$ cat config.mk
export PLATFORM = sky130hd
export DESIGN_NAME = stopwatch_counter
export DESIGN_NICKNAME = d
export VERILOG_FILES = /design/src/rtl/stopwatch_pkg.sv /design/src/rtl/bcd_pair_counter.sv /design/src/rtl/stopwatch_counter.sv
export SDC_FILE = /design/constraint.sdc
export NUM_CORES = 1
export LEC_CHECK = 0
export ABC_AREA = 1
export CORE_UTILIZATION = 60
export CTS_CLUSTER_DIAMETER = 60
export DETAILED_ROUTE_END_ITERATION = 10
export PLACE_DENSITY = 0.9
export SYNTH_ARGS = -nofsm -noshare
export SYNTH_HDL_FRONTEND = slang
export SYNTH_SLANG_ARGS = --single-unit
$ cat constraint.sdc
create_clock -name clk -period 5.4 [get_ports clk]
set_clock_uncertainty 0.2 [all_clocks]
set_input_delay 0.81 -clock clk [delete_from_list [all_inputs] [get_ports clk]]
set_output_delay 0.81 -clock clk [all_outputs]
set_load 0.05 [all_outputs]
$ cat src/rtl/stopwatch_pkg.sv
// Shared types and helpers for the MM:SS BCD stopwatch core.
package stopwatch_pkg;

  typedef logic [3:0] bcd_t;

  localparam int SEC_MAX = 59;

  typedef struct packed {
    bcd_t tens;
    bcd_t units;
  } bcd_pair_t;

  function automatic logic [6:0] bcd_to_bin(bcd_pair_t p);
    return (7'(p.tens) * 7'd10) + 7'(p.units);
  endfunction

endpackage

$ cat src/rtl/bcd_pair_counter.sv
// Two-digit BCD up/down counter wrapping between 0 and MAX (decimal).
module bcd_pair_counter
  import stopwatch_pkg::*;
#(
  parameter int MAX = 59
) (
  input  logic clk,
  input  logic reset,
  input  logic inc,
  input  logic dec,
  input  logic hold_carry,
  output bcd_t tens,
  output bcd_t units,
  output logic wrap,
  output logic borrow
);

  localparam bcd_t MAX_TENS  = bcd_t'(MAX / 10);
  localparam bcd_t MAX_UNITS = bcd_t'(MAX % 10);

  logic at_max;
  logic at_zero;

  assign at_max  = (tens == MAX_TENS) && (units == MAX_UNITS);
  assign at_zero = (tens == 4'd0) && (units == 4'd0);

  // hold_carry keeps a field-local wrap from rippling into the next field
  assign wrap   = inc && at_max && !hold_carry;
  assign borrow = dec && at_zero && !hold_carry;

  always_ff @(posedge clk or posedge reset) begin
    if (reset) begin
      tens  <= 4'd0;
      units <= 4'd0;
    end else if (inc) begin
      if (at_max) begin
        tens  <= 4'd0;
        units <= 4'd0;
      end else if (units == 4'd9) begin
        tens  <= tens + 4'd1;
        units <= 4'd0;
      end else begin
        units <= units + 4'd1;
      end
    end else if (dec) begin
      if (at_zero) begin
        tens  <= MAX_TENS;
        units <= MAX_UNITS;
      end else if (units == 4'd0) begin
        tens  <= tens - 4'd1;
        units <= 4'd9;
      end else begin
        units <= units - 4'd1;
      end
    end
  end

endmodule

$ cat src/rtl/stopwatch_counter.sv
// MM:SS BCD stopwatch/timer: up/down counting, pause toggle, field adjust.
// The wrap/expiry pulse is named event_pulse because "event" is a reserved word.
module stopwatch_counter
  import stopwatch_pkg::*;
#(
  parameter int MIN_MAX  = 99,
  parameter bit RUN_INIT = 1'b1
) (
  input  logic       clk,
  input  logic       reset,
  input  logic       tick,
  input  logic       tick_adj,
  input  logic       pause,
  input  logic       adjust,
  input  logic       select,
  input  logic       down,
  output logic [3:0] min1,
  output logic [3:0] min0,
  output logic [3:0] sec1,
  output logic [3:0] sec0,
  output logic       running,
  output logic       event_pulse
);

  logic count_en;
  logic adj_en;
  logic sec_inc, sec_dec, sec_wrap, sec_borrow;
  logic min_inc, min_dec, min_wrap, min_borrow;
  logic mins_zero;
  logic at_zero, at_one;
  logic expire, zero_tick, up_wrap;

  assign count_en = !adjust && running && tick;
  assign adj_en   = adjust && tick_adj;

  assign mins_zero = (min1 == 4'd0) && (min0 == 4'd0);
  assign at_zero   = mins_zero && (bcd_to_bin(bcd_pair_t'{tens: sec1, units: sec0}) == 7'd0);
  assign at_one    = mins_zero && (bcd_to_bin(bcd_pair_t'{tens: sec1, units: sec0}) == 7'd1);

  // Down-count stops at 00:00 rather than borrowing to MIN_MAX:59
  assign sec_inc = (count_en && !down) || (adj_en && select);
  assign sec_dec = count_en && down && !at_zero;
  assign min_inc = sec_wrap || (adj_en && !select);
  assign min_dec = sec_borrow;

  assign expire    = count_en && down && at_one;
  assign zero_tick = count_en && down && at_zero;
  assign up_wrap   = sec_wrap && min_wrap;

  bcd_pair_counter #(.MAX(SEC_MAX)) u_sec (
    .clk        (clk),
    .reset      (reset),
    .inc        (sec_inc),
    .dec        (sec_dec),
    .hold_carry (adjust),
    .tens       (sec1),
    .units      (sec0),
    .wrap       (sec_wrap),
    .borrow     (sec_borrow)
  );

  bcd_pair_counter #(.MAX(MIN_MAX)) u_min (
    .clk        (clk),
    .reset      (reset),
    .inc        (min_inc),
    .dec        (min_dec),
    .hold_carry (adjust),
    .tens       (min1),
    .units      (min0),
    .wrap       (min_wrap),
    .borrow     (min_borrow)
  );

  always_ff @(posedge clk or posedge reset) begin
    if (reset) begin
      running     <= RUN_INIT;
      event_pulse <= 1'b0;
    end else begin
      // Expiry clear overrides a coincident pause toggle
      if (expire || zero_tick) begin
        running <= 1'b0;
      end else if (pause) begin
        running <= !running;
      end
      event_pulse <= expire || up_wrap;
    end
  end

endmodule

**Yosys cells after proc, flatten, opt, wreduce, memory -nomap -nowiden**

Index checks and enable logic that the tools add are counted.

- Add/sub/neg operators: 9
- $mul: 1
- Eq/ne operators: 7
- Muxes and demuxes: 26
- Reduce and logical (&&, ||, !) cells: 44

Operators by type and width:

| cell | number |
|---|---|
| 4-bit 2-to-1 mux | 24 |
| 1-bit logical AND | 23 |
| 4-bit by 1-bit adder with 4-bit output (second input constant) | 4 |
| 4-bit zero test | 4 |
| 4-bit by 1-bit subtractor with 4-bit output (second input constant) | 4 |
| 4-bit equality test (second input constant) | 3 |
| 7-bit by 4-bit adder with 7-bit output | 1 |
| 7-bit by 1-bit equality test with 1-bit output (second input constant) | 1 |
| 7-bit zero test | 1 |
| 4-bit by 3-bit multiplier with 6-bit output (second input constant) | 1 |
| 3-bit inequality test (second input constant) | 2 |
| 3-bit AND reduction | 2 |
| 2-bit nonzero test | 3 |
| 3-bit nonzero test | 2 |
| 1-bit zero test | 5 |
| 4-bit by 3-bit equality test with 1-bit output (second input constant) | 1 |
| 1-bit logical OR | 4 |
| 1-bit 2-to-1 mux | 2 |

- Register bits: 18
- Word-level logic and storage cells: 93

**Longest topological paths before layout**

Gate-level depths: netlist of the first run.

- Depth after elaboration: 12
- Mapped depth: 15
- Depth with buffers taken out: 15

**Modules after synthesis**

Synthesis of the first run repeated with hierarchy kept, for this count alone.

- Cells, all modules: 309
- Area, all modules: 2,072.0 um^2

By module, submodules not included:

| module | times used | cells each | area an instance (um^2) |
|---|---|---|---|
| bcd_pair_counter (u_sec) | 1 | 116 | 777.0 |
| bcd_pair_counter (u_min) | 1 | 114 | 775.7 |
| stopwatch_counter | 1 | 79 | 519.2 |

**Worst setup path after synthesis of the first run**

No wires, ideal clock.

- Path type: register to register
- From: reg u_sec.tens[1]
- To: reg u_min.units[0]
- Arrival: 2,540 ps
- Slack: 2,539 ps
- Cell stages (with the launch flop): 16
- Buffers on the path: 1
- Clock period less this slack: 2,861 ps
- Path through: dfrtp_1 ha_1 ha_1 inv_1 fa_1 nor2_1 nand3_1 nand2_1 nand2_1 inv_2 nand3_4 nand3_2 nand2_4 buf_12 nand2_2 o21ai_2

- Word-level cells in the longest chain between the ends: 9

RTL lines:

| element | line | RTL |
|---|---|---|
| start, declared | bcd_pair_counter.sv:12 | `output bcd_t tens,` |
| start signal, assigned | bcd_pair_counter.sv:40 | `tens <= tens + 4'd1;` |
| start signal, assigned | bcd_pair_counter.sv:50 | `tens <= tens - 4'd1;` |
| 4-bit by 3-bit multiplier with 6-bit output | stopwatch_pkg.sv:14 | `return (7'(p.tens) * 7'd10) + 7'(p.units);` |
| 7-bit by 4-bit adder with 7-bit output | stopwatch_pkg.sv:14 |  |
| 7-bit zero test | stopwatch_counter.sv:37 | `assign at_zero = mins_zero && (bcd_to_bin(bcd_pair_t'{tens: sec1, units: sec0}) == 7'd0);` |
| 1-bit logical AND | stopwatch_counter.sv:37 |  |
| 1-bit zero test | stopwatch_counter.sv:42 | `assign sec_dec = count_en && down && !at_zero;` |
| 1-bit logical AND | stopwatch_counter.sv:42 |  |
| 1-bit logical AND (2 in a row) | bcd_pair_counter.sv:29 | `assign borrow = dec && at_zero && !hold_carry;` |
| 2-bit nonzero test (no line) | - |  |
| end signal, assigned | bcd_pair_counter.sv:43 | `units <= units + 4'd1;` |
| end signal, assigned | bcd_pair_counter.sv:53 | `units <= units - 4'd1;` |
| end, declared | bcd_pair_counter.sv:13 | `output bcd_t units,` |

Parallel ways exist; a longest one is shown, timed or not.
A chain may end at the register's enable or synchronous reset.

**Worst setup path in the final report of the first run**

- From: reg u_sec.tens[3]
- To: reg u_sec.tens[3]

- Word-level cells in the longest chain between the ends: 8

RTL lines:

| element | line |
|---|---|
| 4-bit by 3-bit multiplier with 6-bit output | stopwatch_pkg.sv:14 |
| 7-bit by 4-bit adder with 7-bit output | stopwatch_pkg.sv:14 |
| 7-bit zero test | stopwatch_counter.sv:37 |
| 1-bit logical AND | stopwatch_counter.sv:37 |
| 1-bit zero test | stopwatch_counter.sv:42 |
| 1-bit logical AND | stopwatch_counter.sv:42 |
| 2-bit nonzero test (no line) | - |
| 3-bit AND reduction (no line) | - |

Parallel ways exist; a longest one is shown, timed or not. The select of a mux whose other input is x is not followed.

==> results_dict.tcl, run 1 <==
set metrics [dict create \
    drtIter0Drc 78 \
    synth_cells 263 \
    worstRegToRegCells 15 \
    core-area_um2 3130 \
    avgSynthCellArea_um2 7.68 \
    cts_sinks 18 \
    n_antenna_cell 0 \
    drt-total-wl_mm 4.36 \
    r2r-start "u_sec.tens[3]" \
    outcome "completed" \
    fp.dieArea_um2 3600 \
    worstReg2RegEnd "u_sec.tens[3]" \
    die_w_um 60.0 \
    power_frac_seq_pct 20.4 \
    htreeDepth 1 \
    die_h_um 60.0 \
    layout-drive-gt1-share_pct 19.5 \
    synth.cell_area_um2 2020 \
    seq_area_frac_synth_pct 22.4 \
    ys_warn_count 0 \
    cts_max_path_buffers 2 \
    ctsResizeCount 0 \
    pwr-share-comb_pct 74.9 \
    r2r_slack_ns 2.47 \
    met3_usage_pct 4.33 \
    grt_max_degree 19 \
    first_global_vias 1704 \
    whs_endpoint "u_min.tens[1]" \
    hold_class "flop to flop" \
    io-pin-count 26 \
    rows 20 \
    peakVddDrop_uv 410 \
    final_common_cell "nand2_1" \
    p_leak_nw 1.08 \
    fmax_mhz 341 \
    syn_nets 291 \
    final_cell_mix "nand2_1, nand3_1, inv_1" \
    drv_cap 0 \
    n_fill_cell 237 \
    hp-start "u_min.tens[1]" \
    intPower_uw 642 \
    post_cts.repair.setup_buffers 0 \
    cts_tree "done" \
    track_usage_pct 27.2 \
    switching_share_pct 58.9 \
    top_usage_layer "met2" \
    io_buffers 25 \
    syn2layout_area_growth_pct 13.3 \
    final_max_slew_viol_count 0 \
    cts_root_buf "clkbuf_4" \
    path_clk_slew_ns 0.11 \
    antenna_found_initial 0 \
    worst_setup_path_start_kind "flop" \
    overflow 0 \
    grt_pass1_wl_mm 7.32 \
    worst_slew_pin_slew_ns 0.693 \
    crit_required_ns 5.45 \
    finalCritPeriodShare_pct 54.3 \
    synth-seq-cells 18 \
    holdBufCountCts 0 \
    nNetsFinal 316 \
    critical_path.max_fanout 13 \
    power_density_nw_per_um2 683 \
    numCtsBuffers 3 \
    clkPwrFrac_pct 4.7 \
    antenna_left 0 \
    drc 0 \
    drtPass1Iterations 4 \
    p_switching_uw 921 \
    vias 1813 \
    cp-end-kind "flop" \
    initial_core_util_pct 64.6 \
    finalHoldViolations 0 \
    utilization_pct 73.1 \
    max-slew-margin-rel_pct 53.7 \
    grtUsageMet1_pct 37.1 \
    critPathKind "flop to flop" \
    synth_cell_types 36 \
    min_period_ns 2.93 \
    via_per_inst 5.48 \
    fin_tns_setup_ns 0 \
    worstPathArrival_ns 2.98 \
    wl_per_cell_um 13.2 \
    place_hpwl_mm 3.47 \
    worstHoldPathCells 2 \
    gp_congestion 0.911 \
    met2_usage_pct 42.9 \
    setup_viol 0 \
    clk_latency_ns 0.30 \
    rsz0062_at_grt "no" \
]
-- metrics by stage --
stage	total power [mW]	instances	cell area [um2]	worst slack, ns	hold slack (ns)
floorplan	1.21	263	2020	2.54	0.518
global placement	1.45	327	2260	2.64	0.391
detailed placement	1.48	327	2260	2.53	0.394
CTS	1.56	331	2290	2.50	0.421
global route	1.69	331	2290	2.28	0.458
finish	1.56	331	2290	2.47	0.415
-- layout make-up --
cell class | instances | area [um2] | share of cell area, %
clock buffer | 4 | 26.3 | 1.15
inverter | 39 | 149 | 6.51
multi-input combinational | 201 | 1360 | 59.2
sequential | 18 | 452 | 19.7
tap | 44 | 55.1 | 2.41
timing repair buffer | 25 | 250 | 10.9
-- cell usage after synthesis --
library cell	n	area, um2
o21a_1	1	7.51
buf_12	2	40.0
nand3b_1	1	7.51
buf_4	1	7.51
clkbuf_2	1	5.00
nand3_4	3	52.6
a21oi_2	1	8.76
nor4_1	1	6.26
dfrtp_1	17	425
nand3_2	7	70.1
nand4_2	3	37.5
nand4_1	1	6.26
o21ai_0	11	55.1
o22ai_1	2	12.5
a22oi_1	2	15.0
nand2_4	5	56.3
o22ai_2	1	12.5
dfstp_2	1	26.3
o21ai_2	8	70.1
nor2_2	4	25.0
nor2_1	19	71.3
nor2_4	2	22.5
o21ai_1	3	15.0
inv_1	29	109
ha_1	18	225
nand2_2	7	43.8
xor2_1	10	87.6
nand3_1	32	160
fa_1	2	40.0
inv_2	9	33.8
xnor2_1	4	35.0
inv_4	1	6.26
nand2_1	47	176
a21oi_1	5	25.0
buf_6	1	11.3
nor3_2	1	10.0
-- critical path, cell delays in order (launching register included) --
cell     delay [ns]
dfrtp_1        0.49
ha_1           0.33
ha_1           0.20
inv_1          0.07
fa_1           0.45
nor2_1         0.17
nand3_1        0.09
nand2_1        0.06
nand2_1        0.06
inv_2          0.07
nand3_4        0.09
nand2_2        0.08
nand2_2        0.18
nand2_1        0.19
nand2_1        0.07
nand2_1        0.07
-- registers in the layout, indices dropped and copies added (netlist names) --
name	flops
event_pulse	1
running	1
u_min.units	4
u_sec.units	4
u_min.tens	4
u_sec.tens	4
-- power by group through the flow --
stage	Combinational, mW	Clock, mW	Sequential [mW]
floorplan	0.710	0	0.496
global placement	1.13	0	0.317
detailed placement	1.16	0	0.320
CTS	1.17	0.0730	0.318
global route	1.28	0.0796	0.330
finish	1.17	0.0737	0.319
-- kinds of logic after synthesis --
group | count (synthesis) | synth area share (%)
simple gates | 133 | 36.9
buf+inv | 44 | 10.5
compound gates | 34 | 11.0
fa+ha+maj | 20 | 13.1
flops | 18 | 22.4
xor+xnor | 14 | 6.07
-- worst max path at each step --
stage	from	endpoint	slack, ns
2_1_floorplan	u_sec.tens[1]	u_min.units[0]	2.54
3_3_place_gp	u_sec.tens[3]	u_sec.tens[0]	2.64
3_5_place_dp	u_sec.tens[3]	u_sec.tens[3]	2.53
4_1_cts	u_sec.tens[3]	u_sec.tens[3]	2.50
5_1_grt	u_sec.tens[3]	u_sec.tens[3]	2.28
6_report	u_sec.tens[3]	u_sec.tens[3]	2.47
-- metal layers --
metal	wire, um	part of all wire (%)
met1	2020	46
met2	2030	46
met4	79	1.8
met3	236	5.4
met5	0	0
No activity file was read; power rests on OpenSTA's default activity.
==> run 2: changes to the inputs <==
--- a/config.mk
+++ b/config.mk
@@ -6,10 +6,10 @@
 export NUM_CORES = 1
 export LEC_CHECK = 0
 export ABC_AREA = 1
-export CORE_UTILIZATION = 60
+export CORE_UTILIZATION = 56
 export CTS_CLUSTER_DIAMETER = 60
 export DETAILED_ROUTE_END_ITERATION = 10
-export PLACE_DENSITY = 0.9
+export PLACE_DENSITY = 0.85
 export SYNTH_ARGS = -nofsm -noshare
 export SYNTH_HDL_FRONTEND = slang
 export SYNTH_SLANG_ARGS = --single-unit
==> constraint.sdc (replaced) <==
create_clock -name clk -period 2.9 [get_ports clk]
set_clock_uncertainty 0.2 [all_clocks]
set_input_delay 0.435 -clock clk [delete_from_list [all_inputs] [get_ports clk]]
set_output_delay 0.435 -clock clk [all_outputs]
set_load 0.05 [all_outputs]
==> run 2 against run 1 <==
Net effect: via count fell by 2.6%; sequential share of layout area fell by 0.23 points; non-clock buffer count rose by 3; register-to-register slack got worse by 2.2 ns; design area rose by 1.5%; setup slack got worse by 2.2 ns; die area rose by 6.9%; global-route usage fell by 3.0 points; cell count rose by 1.5%; critical path type unchanged.
==> results_dict.tcl, run 2 (synthesis gave the netlist of run 1 again) <==
set metrics [dict create \
    core-area_um2 3390 \
    fp.dieArea_um2 3850 \
    crit_family "simple AND/OR/NAND/NOR gates" \
    rsz0062_at_grt "no" \
    final_common_cell "nand2_1" \
    worst_setup_path_start_kind "flop" \
    final_cell_mix "nand2_1, nand3_1, inv_1" \
    worstRegToRegCells 15 \
    preCtsSetupSlack_ns 0.117 \
    place_hpwl_mm 3.33 \
    fin_tns_setup_ns 0 \
    path_common_cell "nand2_1" \
    peakVddDrop_uv 723 \
    critPathKind "flop to flop" \
    drc 0 \
    wl_per_cell_um 12.6 \
    r2r-start "u_sec.tens[1]" \
    worst_slew_pin_slew_ns 0.725 \
    cts_sinks 18 \
    cp-end-kind "flop" \
    drt-total-wl_mm 4.22 \
    finalHoldViolations 0 \
    n_antenna_cell 0 \
    fmax_mhz 377 \
    p_leak_nw 1.10 \
    finalCritPeriodShare_pct 91.4 \
    gp_congestion 0.914 \
    cp_slowest_cell "fa_1" \
    layout-drive-gt1-share_pct 21.0 \
    rows 21 \
    via_per_inst 5.26 \
    crit_buf_inv 2 \
    outcome "completed" \
    drtIter0Drc 64 \
    numCtsBuffers 3 \
    holdWs_ns 0.338 \
    grt_pass1_wl_mm 6.82 \
    cts_tree "done" \
    die_w_um 62.1 \
    overflow 0 \
    cts_root_buf "clkbuf_4" \
    antenna_found_initial 0 \
    track_usage_pct 24.2 \
    drv_cap 0 \
    drtPass1Iterations 4 \
    max-slew-margin-rel_pct 51.6 \
    n_fill_cell 279 \
    total_power_mw 2.92 \
    holdBufCountCts 0 \
    nNetsFinal 319 \
    clk_latency_ns 0.31 \
    r2r_slack_ns 0.25 \
    critical_path.max_fanout 13 \
    seqCellArea_um2 453 \
    hold_class "input port to async pin" \
    multiInputGateArea_um2 1360 \
    first_global_vias 1542 \
    setup_viol 0 \
    antenna_left 0 \
    syn2layout_area_growth_pct 14.9 \
    worstReg2RegEnd "u_sec.tens[0]" \
    initial_core_util_pct 59.6 \
    die_h_um 62.1 \
    vias 1766 \
    worstPathArrival_ns 2.69 \
    io_buffers 25 \
    crit_required_ns 2.94 \
    min_period_ns 2.65 \
    setup_slack_ns 0.249 \
    power_density_nw_per_um2 1260 \
    grt_max_degree 19 \
    path_clk_slew_ns 0.11 \
    cts_max_path_buffers 2 \
    htreeDepth 1 \
    slowest_delay_ns 0.44 \
    io-pin-count 26 \
    cp_cell_sequence "ha_1 -> ha_1 -> inv_1 -> fa_1 -> nor2_1 -> nand3_1 -> nand2_1 -> nand2_1 -> inv_2 -> nand3_4 -> nand2_2 -> nand2_4 -> nand2_2 -> nand2_1 -> nand2_1" \
    final_max_slew_viol_count 0 \
]
## run 2: cell count changes in the layout (fill, tap and decap cells not counted)
cell,before,now
buf_4,0,3
dfrtp_1,17,16
dfrtp_2,0,1
nand2_1,47,46
nand2_4,5,6
## run 2: how the worst max path moves through the flow
| stage | from | endpoint | slack (ns) | depth (start not counted) |
|---|---|---|---|---|
| detailed placement | u_sec.tens[0] | u_sec.tens[0] | 0.12 | 14 |
| global placement | u_sec.tens[0] | u_sec.tens[0] | 0.25 | 14 |
| CTS | u_sec.tens[0] | u_sec.tens[0] | 0.08 | 15 |
| global route | u_sec.tens[1] | u_sec.tens[0] | 0.06 | 15 |
| finish | u_sec.tens[1] | u_sec.tens[0] | 0.25 | 15 |
| floorplan | u_sec.tens[1] | u_min.units[0] | 0.04 | 15 |
## run 2: area by class of cell
type | instances | area share (%)
Tap cell | 46 | 2.48
Clock buffer | 4 | 1.13
Sequential cell | 18 | 19.5
Multi-Input combinational cell | 201 | 58.7
Inverter | 39 | 6.42
Timing Repair Buffer | 28 | 11.8
## run 2: timing repair
item | CTS | global route
setup buffers | 0 | 0
setup endpoints to repair | 0 | 5
resized for setup | 0 | 3
## run 2: metrics by stage
stage	cell area, um2	utilization [%]	instances
6_report	2320	68.5	336
5_1_grt	2320	68.5	336
4_1_cts	2310	68.2	336
3_5_place_dp	2290	67.4	332
3_3_place_gp	2290	67.4	332
2_1_floorplan	2020	-	263
## run 2: per-layer routing
layer | wire, um | up-vias | part of all wire (%) | global-route usage, %
li1 | - | 911 | - | -
met3 | 217 | 11 | 5.1 | 2.07
met4 | 123 | 0 | 2.9 | 9.84
met2 | 1850 | 54 | 44 | 36.3
met1 | 2030 | 790 | 48 | 35.6
met5 | 0 | - | 0 | 0
## run 2: power breakdown
group / internal (mW) / switching [mW] / total [mW]
logic: 0.799 / 1.42 / 2.22
registers: 0.368 / 0.196 / 0.564
clock network: 0.0538 / 0.0852 / 0.139
